==> config.mk <==
export PLATFORM = sky130hd
export DESIGN_NAME = snn_spike_bridge
export DESIGN_NICKNAME = d
export VERILOG_FILES = /design/src/rtl/snn_spike_bridge.sv
export SDC_FILE = /design/constraint.sdc
export NUM_CORES = 1
export LEC_CHECK = 0
export BUFFER_PORTS_ARGS = -buffer_cell sky130_fd_sc_hd__buf_2
export CAP_MARGIN = 20
export CORE_ASPECT_RATIO = 0.5
export CORE_MARGIN = 1.5
export CORE_UTILIZATION = 67
export CTS_CLUSTER_DIAMETER = 60
export DETAILED_ROUTE_END_ITERATION = 12
export GPL_TIMING_DRIVEN = 1
export PLACE_DENSITY_LB_ADDON = 0.12
export SYNTH_ARGS = -nofsm -noshare
export SYNTH_HDL_FRONTEND = slang
export SYNTH_SLANG_ARGS = --single-unit
==> constraint.sdc <==
create_clock -name clk -period 9.1 [get_ports clk]
set_input_delay 2.73 -clock clk [delete_from_list [all_inputs] [get_ports clk]]
set_output_delay 2.73 -clock clk [all_outputs]
set_load 0.005 [all_outputs]
==> src/rtl/snn_spike_bridge.sv <==
// snn_spike_bridge: collects one frame of layer results as clamped spike
// times, then replays the frame as an addressed valid/ack spike stream.
module snn_spike_bridge #(
    parameter int                       N_NEURONS = 32,
    parameter int                       ACC_W     = 32,
    parameter int                       TIME_W    = 32,
    parameter int                       SHIFT     = 0,
    parameter logic signed [TIME_W-1:0] T_MIN     = 32'h00010000,
    parameter logic signed [TIME_W-1:0] T_MAX     = 32'h7FFFFFFF
) (
    input  logic                         clk,
    input  logic                         rst_n,
    input  logic                         i_clk_enable,
    input  logic                         i_result_valid,
    input  logic signed [ACC_W-1:0]      i_result_data,
    input  logic                         i_last_result,
    output logic                         o_result_ack,
    output logic                         o_spike_valid,
    output logic signed [TIME_W-1:0]     o_spike_time,
    output logic [$clog2(N_NEURONS)-1:0] o_spike_addr,
    output logic                         o_last_spike,
    input  logic                         i_spike_ack,
    output logic                         o_frame_done,
    output logic                         o_frame_error
);

    localparam int ADDR_W = $clog2(N_NEURONS);
    localparam int CNT_W  = ADDR_W + 1;
    localparam int CMP_W  = ((ACC_W > TIME_W) ? ACC_W : TIME_W) + 1;

    typedef enum logic [1:0] {
        S_COLLECT,
        S_READ,
        S_EMIT,
        S_DONE
    } state_e;

    state_e              state_q;
    logic [CNT_W-1:0]    wr_cnt_q;
    logic [CNT_W-1:0]    frame_len_q;
    logic [ADDR_W-1:0]   rd_idx_q;
    logic [TIME_W-1:0]   mem_q [N_NEURONS];
    logic [TIME_W-1:0]   time_q;
    logic [ADDR_W-1:0]   addr_q;
    logic                valid_q;
    logic                last_q;
    logic                done_q;
    logic                err_q;

    logic                xfer;
    logic                wr_full;
    logic                rd_last;
    logic signed [ACC_W-1:0] shifted;
    logic signed [CMP_W-1:0] s_ext;
    logic signed [CMP_W-1:0] min_ext;
    logic signed [CMP_W-1:0] max_ext;
    logic [TIME_W-1:0]   conv_time;

    assign o_result_ack  = (state_q == S_COLLECT) & i_clk_enable;
    assign o_spike_valid = valid_q;
    assign o_spike_time  = time_q;
    assign o_spike_addr  = addr_q;
    assign o_last_spike  = last_q;
    assign o_frame_done  = done_q;
    assign o_frame_error = err_q;

    assign xfer    = i_result_valid & o_result_ack;
    assign wr_full = (wr_cnt_q + CNT_W'(1)) == CNT_W'(N_NEURONS);
    assign rd_last = ({1'b0, rd_idx_q} == (frame_len_q - CNT_W'(1)));

    // Compare one bit wider than either operand so extreme values never wrap.
    assign shifted = i_result_data >>> SHIFT;
    assign s_ext   = {{(CMP_W-ACC_W){shifted[ACC_W-1]}}, shifted};
    assign min_ext = {{(CMP_W-TIME_W){T_MIN[TIME_W-1]}}, T_MIN};
    assign max_ext = {{(CMP_W-TIME_W){T_MAX[TIME_W-1]}}, T_MAX};

    always_comb begin
        conv_time = s_ext[TIME_W-1:0];
        if (s_ext < min_ext) begin
            conv_time = T_MIN;
        end else if (s_ext > max_ext) begin
            conv_time = T_MAX;
        end
    end

    always_ff @(posedge clk) begin
        if (xfer) begin
            mem_q[wr_cnt_q[ADDR_W-1:0]] <= conv_time;
        end
    end

    always_ff @(posedge clk or negedge rst_n) begin
        if (!rst_n) begin
            state_q     <= S_COLLECT;
            wr_cnt_q    <= '0;
            frame_len_q <= '0;
            rd_idx_q    <= '0;
            time_q      <= '0;
            addr_q      <= '0;
            valid_q     <= 1'b0;
            last_q      <= 1'b0;
            done_q      <= 1'b0;
            err_q       <= 1'b0;
        end else if (i_clk_enable) begin
            unique case (state_q)
                S_COLLECT: begin
                    if (xfer) begin
                        wr_cnt_q <= wr_cnt_q + CNT_W'(1);
                        if (i_last_result || wr_full) begin
                            state_q     <= S_READ;
                            rd_idx_q    <= '0;
                            frame_len_q <= wr_cnt_q + CNT_W'(1);
                            if (!i_last_result) begin
                                err_q <= 1'b1;
                            end
                        end
                    end
                end
                S_READ: begin
                    time_q  <= mem_q[rd_idx_q];
                    addr_q  <= rd_idx_q;
                    last_q  <= rd_last;
                    valid_q <= 1'b1;
                    state_q <= S_EMIT;
                end
                S_EMIT: begin
                    if (i_spike_ack) begin
                        valid_q <= 1'b0;
                        last_q  <= 1'b0;
                        if (last_q) begin
                            done_q  <= 1'b1;
                            state_q <= S_DONE;
                        end else begin
                            rd_idx_q <= rd_idx_q + ADDR_W'(1);
                            state_q  <= S_READ;
                        end
                    end
                end
                S_DONE: begin
                    done_q   <= 1'b0;
                    wr_cnt_q <= '0;
                    state_q  <= S_COLLECT;
                end
                default: state_q <= S_COLLECT;
            endcase
        end
    end

endmodule

==> out/summary.txt, run 1 <==
Routability cong. -> 0.910
Status -> completed
Via count -> 21663
Met2 routed WL -> 43.7 mm
Design Power -> 11.9 mW
Avg Synthesized Cell Area -> 19.6 um2
Antenna violations before repair -> 7
F_max -> 165 MHz
Crit path kind -> primary input to primary output
Primary FF master, synth -> edfxtp_1
Ports -> 80
Leakage -> 15.3 nW
GRT overflow -> 0
Layout Nets -> 2344
Clock net sink count -> 1084
Final Skew -> 0.0176 ns
Mapped Area -> 0.0421 mm2
Fin crit period -> 6.05 ns
P per Cell Area -> 253 mW/mm2
Post-DRT Antenna Nets -> 0
Vias in the first global route -> 21230
1st-pass router iterations -> 5
Hold WC Path Type -> register to register
CP Data Arrival Time -> 3.32 ns
1st-iter DRT viols -> 2885
Largest net degree at the start of global routing -> 140
Clk root buf -> clkbuf_16
Chip width -> 358 um
Worst-path cell chain -> buf_2 -> nor3b_2 -> buf_2
CTS tree -> built
Post-Syn Instances -> 2151
Crit path top cell by count -> buf_2
Buffers on Ports -> 79
Fin Setup TNS -> 0 ns
Clock latency at the later pin of the worst-skew pair -> 0.64 ns
Die area -> 0.0645 mm2
Worst path bufs/invs -> 2
Slew Viols, Final -> 0
Crit path required time -> 6.37 ns
# DRC -> 0
Gr usage total -> 0.307
Yosys reg bits -> 1084
Max_cap viols -> 0
CP endpoint kind -> primary output
Share of cells above drive strength 1 -> 0.195
Relative slew slack -> 0.193
CP Launch Type -> primary input
Routed met3 length -> 11.8 mm
Unrepaired setup endpoints after global routing -> false
R2R Setup Slk -> 5.36 ns
CP max-delay cell -> nor3b_2
# resized after CTS -> 0
Die height -> 180 um
Post-layout util -> 0.761
Worst slew pin tran -> 1.21 ns
Synth Warn # -> 0
Max Root-Sink Buffers -> 3
Asr flop ratio synth -> 0.0554
Fin crit share -> 0.665
Peak VDD IR -> 0.248 mV
Post-CTS Hold Fix Bufs -> 0
Endpoints failing hold -> 0
Starting Density -> 0.683
Core area -> 0.0617 mm2
H-tree depth -> 3
First-pass GRT wire length -> 142 mm
Routed WL -> 97.0 mm
Library cells used by synthesis -> 49
Delay-heaviest family, CP -> buffers and inverters
Row count -> 64
Via density -> 6.77
Final setup viols -> 0
Wire length per cell -> 30.3 um
Setup bufs post-CTS -> 0
CTS buffer count -> 89
Post-synth EDFFs -> 1024
Worst-path clk slew -> 0.06 ns
Highest metal used -> met5
Crit-path max cell delay -> 0.26 ns
Area growth syn-to-layout -> 11.4%
Layout fillers -> 3430
Sequential area share after synthesis -> 0.766
Worst-path maximum fanout -> 10
Post-DP HPWL -> 53.8 mm
Met1 wire length -> 39.4 mm
## synth_stat cells, types with 8 or more instances
cell type,count,share of area
clkbuf_1,56,0.0050
buf_2,36,0.0043
a22o_1,58,0.012
xnor2_1,8,0.0017
a211o_1,36,0.0075
nor2b_1,17,0.0025
buf_4,17,0.0030
mux4_2,128,0.068
o31ai_1,25,0.0045
nor2_1,46,0.0041
a22oi_1,131,0.023
nand2_1,34,0.0030
dfrtp_1,60,0.036
o21ai_0,14,0.0017
a31oi_1,12,0.0018
buf_6,13,0.0035
and2_1,26,0.0039
a21oi_1,30,0.0036
edfxtp_1,1024,0.73
nand3_1,45,0.0053
mux2i_1,256,0.061
## where the power goes
part           internal [mW]  switching (mW)  leakage, nW  total (mW)
clock network           2.03            1.72         1.36        3.75
registers               5.61           0.156         10.1        5.76
logic                   1.05            1.29         3.83        2.34
total                   8.69            3.17         15.3        11.9
## per-layer routing
layer	GRT usage	vias up
li1	-	9084
met5	0	-
met1	0.480	11211
met3	0.0851	169
met2	0.441	1195
met4	0.0690	4
## cells by family (layout without fill, tap and decap cells)
group | after synthesis | count (layout) | synth area share
xor+xnor | 11 | 11 | 0.00229
flops | 1084 | 1084 | 0.766
compound gates | 323 | 323 | 0.0583
buf+inv | 133 | 325 | 0.0167
simple gates | 207 | 207 | 0.0255
mux | 385 | 385 | 0.130
fa+ha+maj | 7 | 7 | 0.00208
other cells | 1 | 33 | 0.0000890
## tightest hold or removal path: cells and delay by family, from the launching register on
family | cells | cell delay [ns]
flip-flops | 1 | 0.34
AND/OR/NAND/NOR | 2 | 0.11
## through the flow
stage / std cells / hold slack (ns) / setup slack, ns / area [um2]
after detailed placement: 3015 / 0.462 / 3.06 / 43800
after global routing: 3200 / 0.502 / 2.99 / 46900
after CTS: 3181 / 0.478 / 3.05 / 46600
after global placement: 3010 / 0.461 / 3.08 / 43700
final: 3200 / 0.474 / 3.05 / 46900
after floorplan: 2182 / 0.468 / 3.26 / 42200
## sequential cells by signal, summed over array words and instances (netlist names), 2 cells and up
signal and count:
mem_q 1024, o_spike_time 32, frame_len_q 6, wr_cnt_q 6, o_spike_addr 5, rd_idx_q 5, state_q 2
## layout by cell type, fill, tap and decap left out, drive strengths merged, types with 6 or more instances in the layout
| cell | count |
|---|---|
| a211o | 36 |
| a21oi | 30 |
| a22o | 58 |
| a22oi | 136 |
| a31oi | 12 |
| and2 | 26 |
| buf | 153 |
| bufinv | 6 |
| clkbuf | 115 |
| clkinv | 43 |
| conb | 32 |
| dfrtp | 60 |
| edfxtp | 1024 |
| ha | 7 |
| inv | 7 |
| mux2i | 256 |
| mux4 | 128 |
| nand2 | 34 |
| nand3 | 45 |
| nand3b | 6 |
| nor2 | 46 |
| nor2b | 17 |
| nor3 | 7 |
| o21ai | 14 |
| o31ai | 25 |
| xnor2 | 8 |
## cell type report
cell class                      count  area, um2  area share
Clock buffer                      115       2390      0.0509
Tap cell                          825       1030      0.0220
Clock inverter                     51        390     0.00832
Timing Repair Buffer              153       1210      0.0257
Inverter                            6       22.5    0.000480
Sequential cell                  1084      32300       0.688
Multi-Input combinational cell    965       9620       0.205
Antenna cell                        1       2.50   0.0000533
## path summary, 6_finish.rpt
| check | start | to | cells after the start |
|---|---|---|---|
| max | i_clk_enable | o_result_ack | 3 |
| min | o_spike_addr[1] | o_spike_addr[1] | 2 |
| max reg2reg | rd_idx_q[0] | o_spike_time[11] | 6 |
| min reg2reg | o_spike_addr[1] | o_spike_addr[1] | 2 |
| max in group asynchronous | rst_n | rd_idx_q[2] | 2 |
| min in group asynchronous | rst_n | o_frame_error | 2 |
Power figures use the tool's default switching activity.
==> run 2, diff against run 1 <==
- CORE_UTILIZATION: 67 -> 62
- clock period: 9.1 -> 6.1 ns (I/O delays scaled with it)
==> run 2 against run 1 <==
Against the previous run:
- final cell count increased by 2.4%
- flip-flop and latch count unchanged
- setup slack got worse by 1.2 ns
- core utilization decreased by 5.8 points
- first-iteration DRC count increased by 0.62%
- non-clock buffer count increased by 13
- hold slack got worse by 0.00054 ns
- sequential power increased by 50%
- largest cell class unchanged
==> out/summary.txt, run 2 (synthesis results as in run 1) <==
Status -> completed
Chip width -> 372 um
R2r startpoint -> state_q[1]
CTS buffer count -> 90
H-tree depth -> 3
Max reg flops -> 1024
Clock net sink count -> 1084
Worst-path cell chain -> buf_2 -> nor3b_2 -> buf_2
Most common cell after layout, fill and taps aside -> edfxtp_1
CP max-delay cell -> nor3b_2
Setup ws final -> 1.86 ns
Crit path kind -> primary input to primary output
Die height -> 187 um
Max_cap viols -> 0
Worst-path maximum fanout -> 10
Post-DP HPWL -> 60.2 mm
CTS tree -> built
Crit path required time -> 4.27 ns
Fin crit share -> 0.696
Largest net degree at the start of global routing -> 69
Final instance area -> 0.0472 mm2
Fin Setup TNS -> 0 ns
P per Cell Area -> 380 mW/mm2
Final setup viols -> 0
Post-CTS Hold Fix Bufs -> 0
# DRC -> 0
CP Data Arrival Time -> 2.41 ns
Starting Density -> 0.628
Commonest non-fill, non-tap cells in the layout -> edfxtp_1 (1024), mux2i_1 (256), a22oi_1 (131)
Antenna violations before repair -> 3
Row count -> 67
Via count -> 21551
Wire length per cell -> 30.2 um
CP endpoint kind -> primary output
CP Launch Type -> primary input
Worst-path clk slew -> 0.07 ns
R2R Setup Slk -> 2.76 ns
Worst R2R Path Depth -> 5
Setup bufs post-CTS -> 0
Ports -> 80
Routability cong. -> 0.929
Share of cells above drive strength 1 -> 0.202
Area growth syn-to-layout -> 12.0%
1st-pass router iterations -> 5
Crit-path max cell delay -> 0.26 ns
Unrepaired setup endpoints after global routing -> false
Crit path top cell by count -> buf_2
Die area -> 0.0696 mm2
First-pass GRT wire length -> 144 mm
Post-DRT Antenna Nets -> 0
Peak VDD IR -> 0.341 mV
Hold WC Path Type -> register to register
Critical R2R Capture -> mem_q[31][2]
Leakage -> 15.4 nW
Relative slew slack -> 0.210
GRT overflow -> 0
Post-layout util -> 0.703
Layout Nets -> 2358
Via density -> 6.58
Endpoints failing hold -> 0
Routed WL -> 99.0 mm
Core area -> 0.0671 mm2
Max Root-Sink Buffers -> 3
F_max -> 236 MHz
1st-iter DRT viols -> 2903
WHS Endpoint -> o_frame_error
Setup WS pre-CTS -> 1.15 ns
Layout fillers -> 4101
Vias in the first global route -> 21094
Worst slew pin tran -> 1.19 ns
Clk root buf -> clkbuf_16
Cell Area, Placed -> 0.0442 mm2
Hold Crit Start -> o_frame_error
Final Skew -> 0.0282 ns
Fin crit period -> 4.24 ns
Worst hold path cell count -> 1
# resized after CTS -> 0
Clock latency at the later pin of the worst-skew pair -> 0.67 ns
Slew Viols, Final -> 0
Gr usage total -> 0.290
Buffers on Ports -> 79
run 2: changes by cell type in the layout (fill, tap and decap cells not counted), sizes merged:
cell,change
buf,+12
diode,+1
clkbuf,-1
clkinv,-8
clkinvlp,+1
run 2: how the worst max path moves through the flow:
| stage | cells after the start | end | slack, ns | startpoint |
|---|---|---|---|---|
| 6_report | 3 | o_result_ack | 1.86 | i_clk_enable |
| 5_1_grt | 3 | o_result_ack | 1.80 | i_clk_enable |
| 4_1_cts | 5 | mem_q[6][5] | 1.84 | i_result_data[18] |
| 3_5_place_dp | 5 | mem_q[17][10] | 1.15 | i_result_data[18] |
| 3_3_place_gp | 5 | mem_q[20][13] | 1.19 | i_result_data[18] |
| 2_1_floorplan | 6 | mem_q[15][0] | 1.54 | i_clk_enable |
run 2: report_power, final:
group / switching, mW / total, mW / internal (mW) / leakage (nW)
logic: 2.11 / 3.70 / 1.60 / 3.93
registers: 0.273 / 8.64 / 8.37 / 10.1
clock network: 2.56 / 5.60 / 3.05 / 1.36
run 2: stage by stage:
step           power (mW)  hold WS, ns  cells
6_report             17.9        0.473   3277
5_1_grt              18.5        0.510   3275
4_1_cts              18.0        0.479   3262
3_5_place_dp         12.5        0.459   3105
3_3_place_gp         12.4        0.456   3099
2_1_floorplan        11.3        0.468   2182
run 2: per-layer routing:
metal | GRT usage | part of all wire
met5 | 0 | 0.00026
met4 | 0.0766 | 0.026
met3 | 0.100 | 0.12
met2 | 0.397 | 0.43
met1 | 0.449 | 0.43
run 2: worst max-delay path, delay by kind of cell:
| family | cells | cell delay (ns) |
|---|---|---|
| buffers and inverters | 2 | 0.32 |
| AND/OR/NAND/NOR | 1 | 0.26 |
run 2: layout make-up:
class / count / area [um2] / area share
Antenna cell: 2 / 5.00 / 0.000106
Clock buffer: 113 / 2410 / 0.0511
Clock inverter: 44 / 370 / 0.00785
Inverter: 6 / 22.5 / 0.000477
Multi-Input combinational cell: 965 / 9650 / 0.205
Sequential cell: 1084 / 32300 / 0.684
Tap cell: 897 / 1120 / 0.0238
Timing Repair Buffer: 166 / 1330 / 0.0282
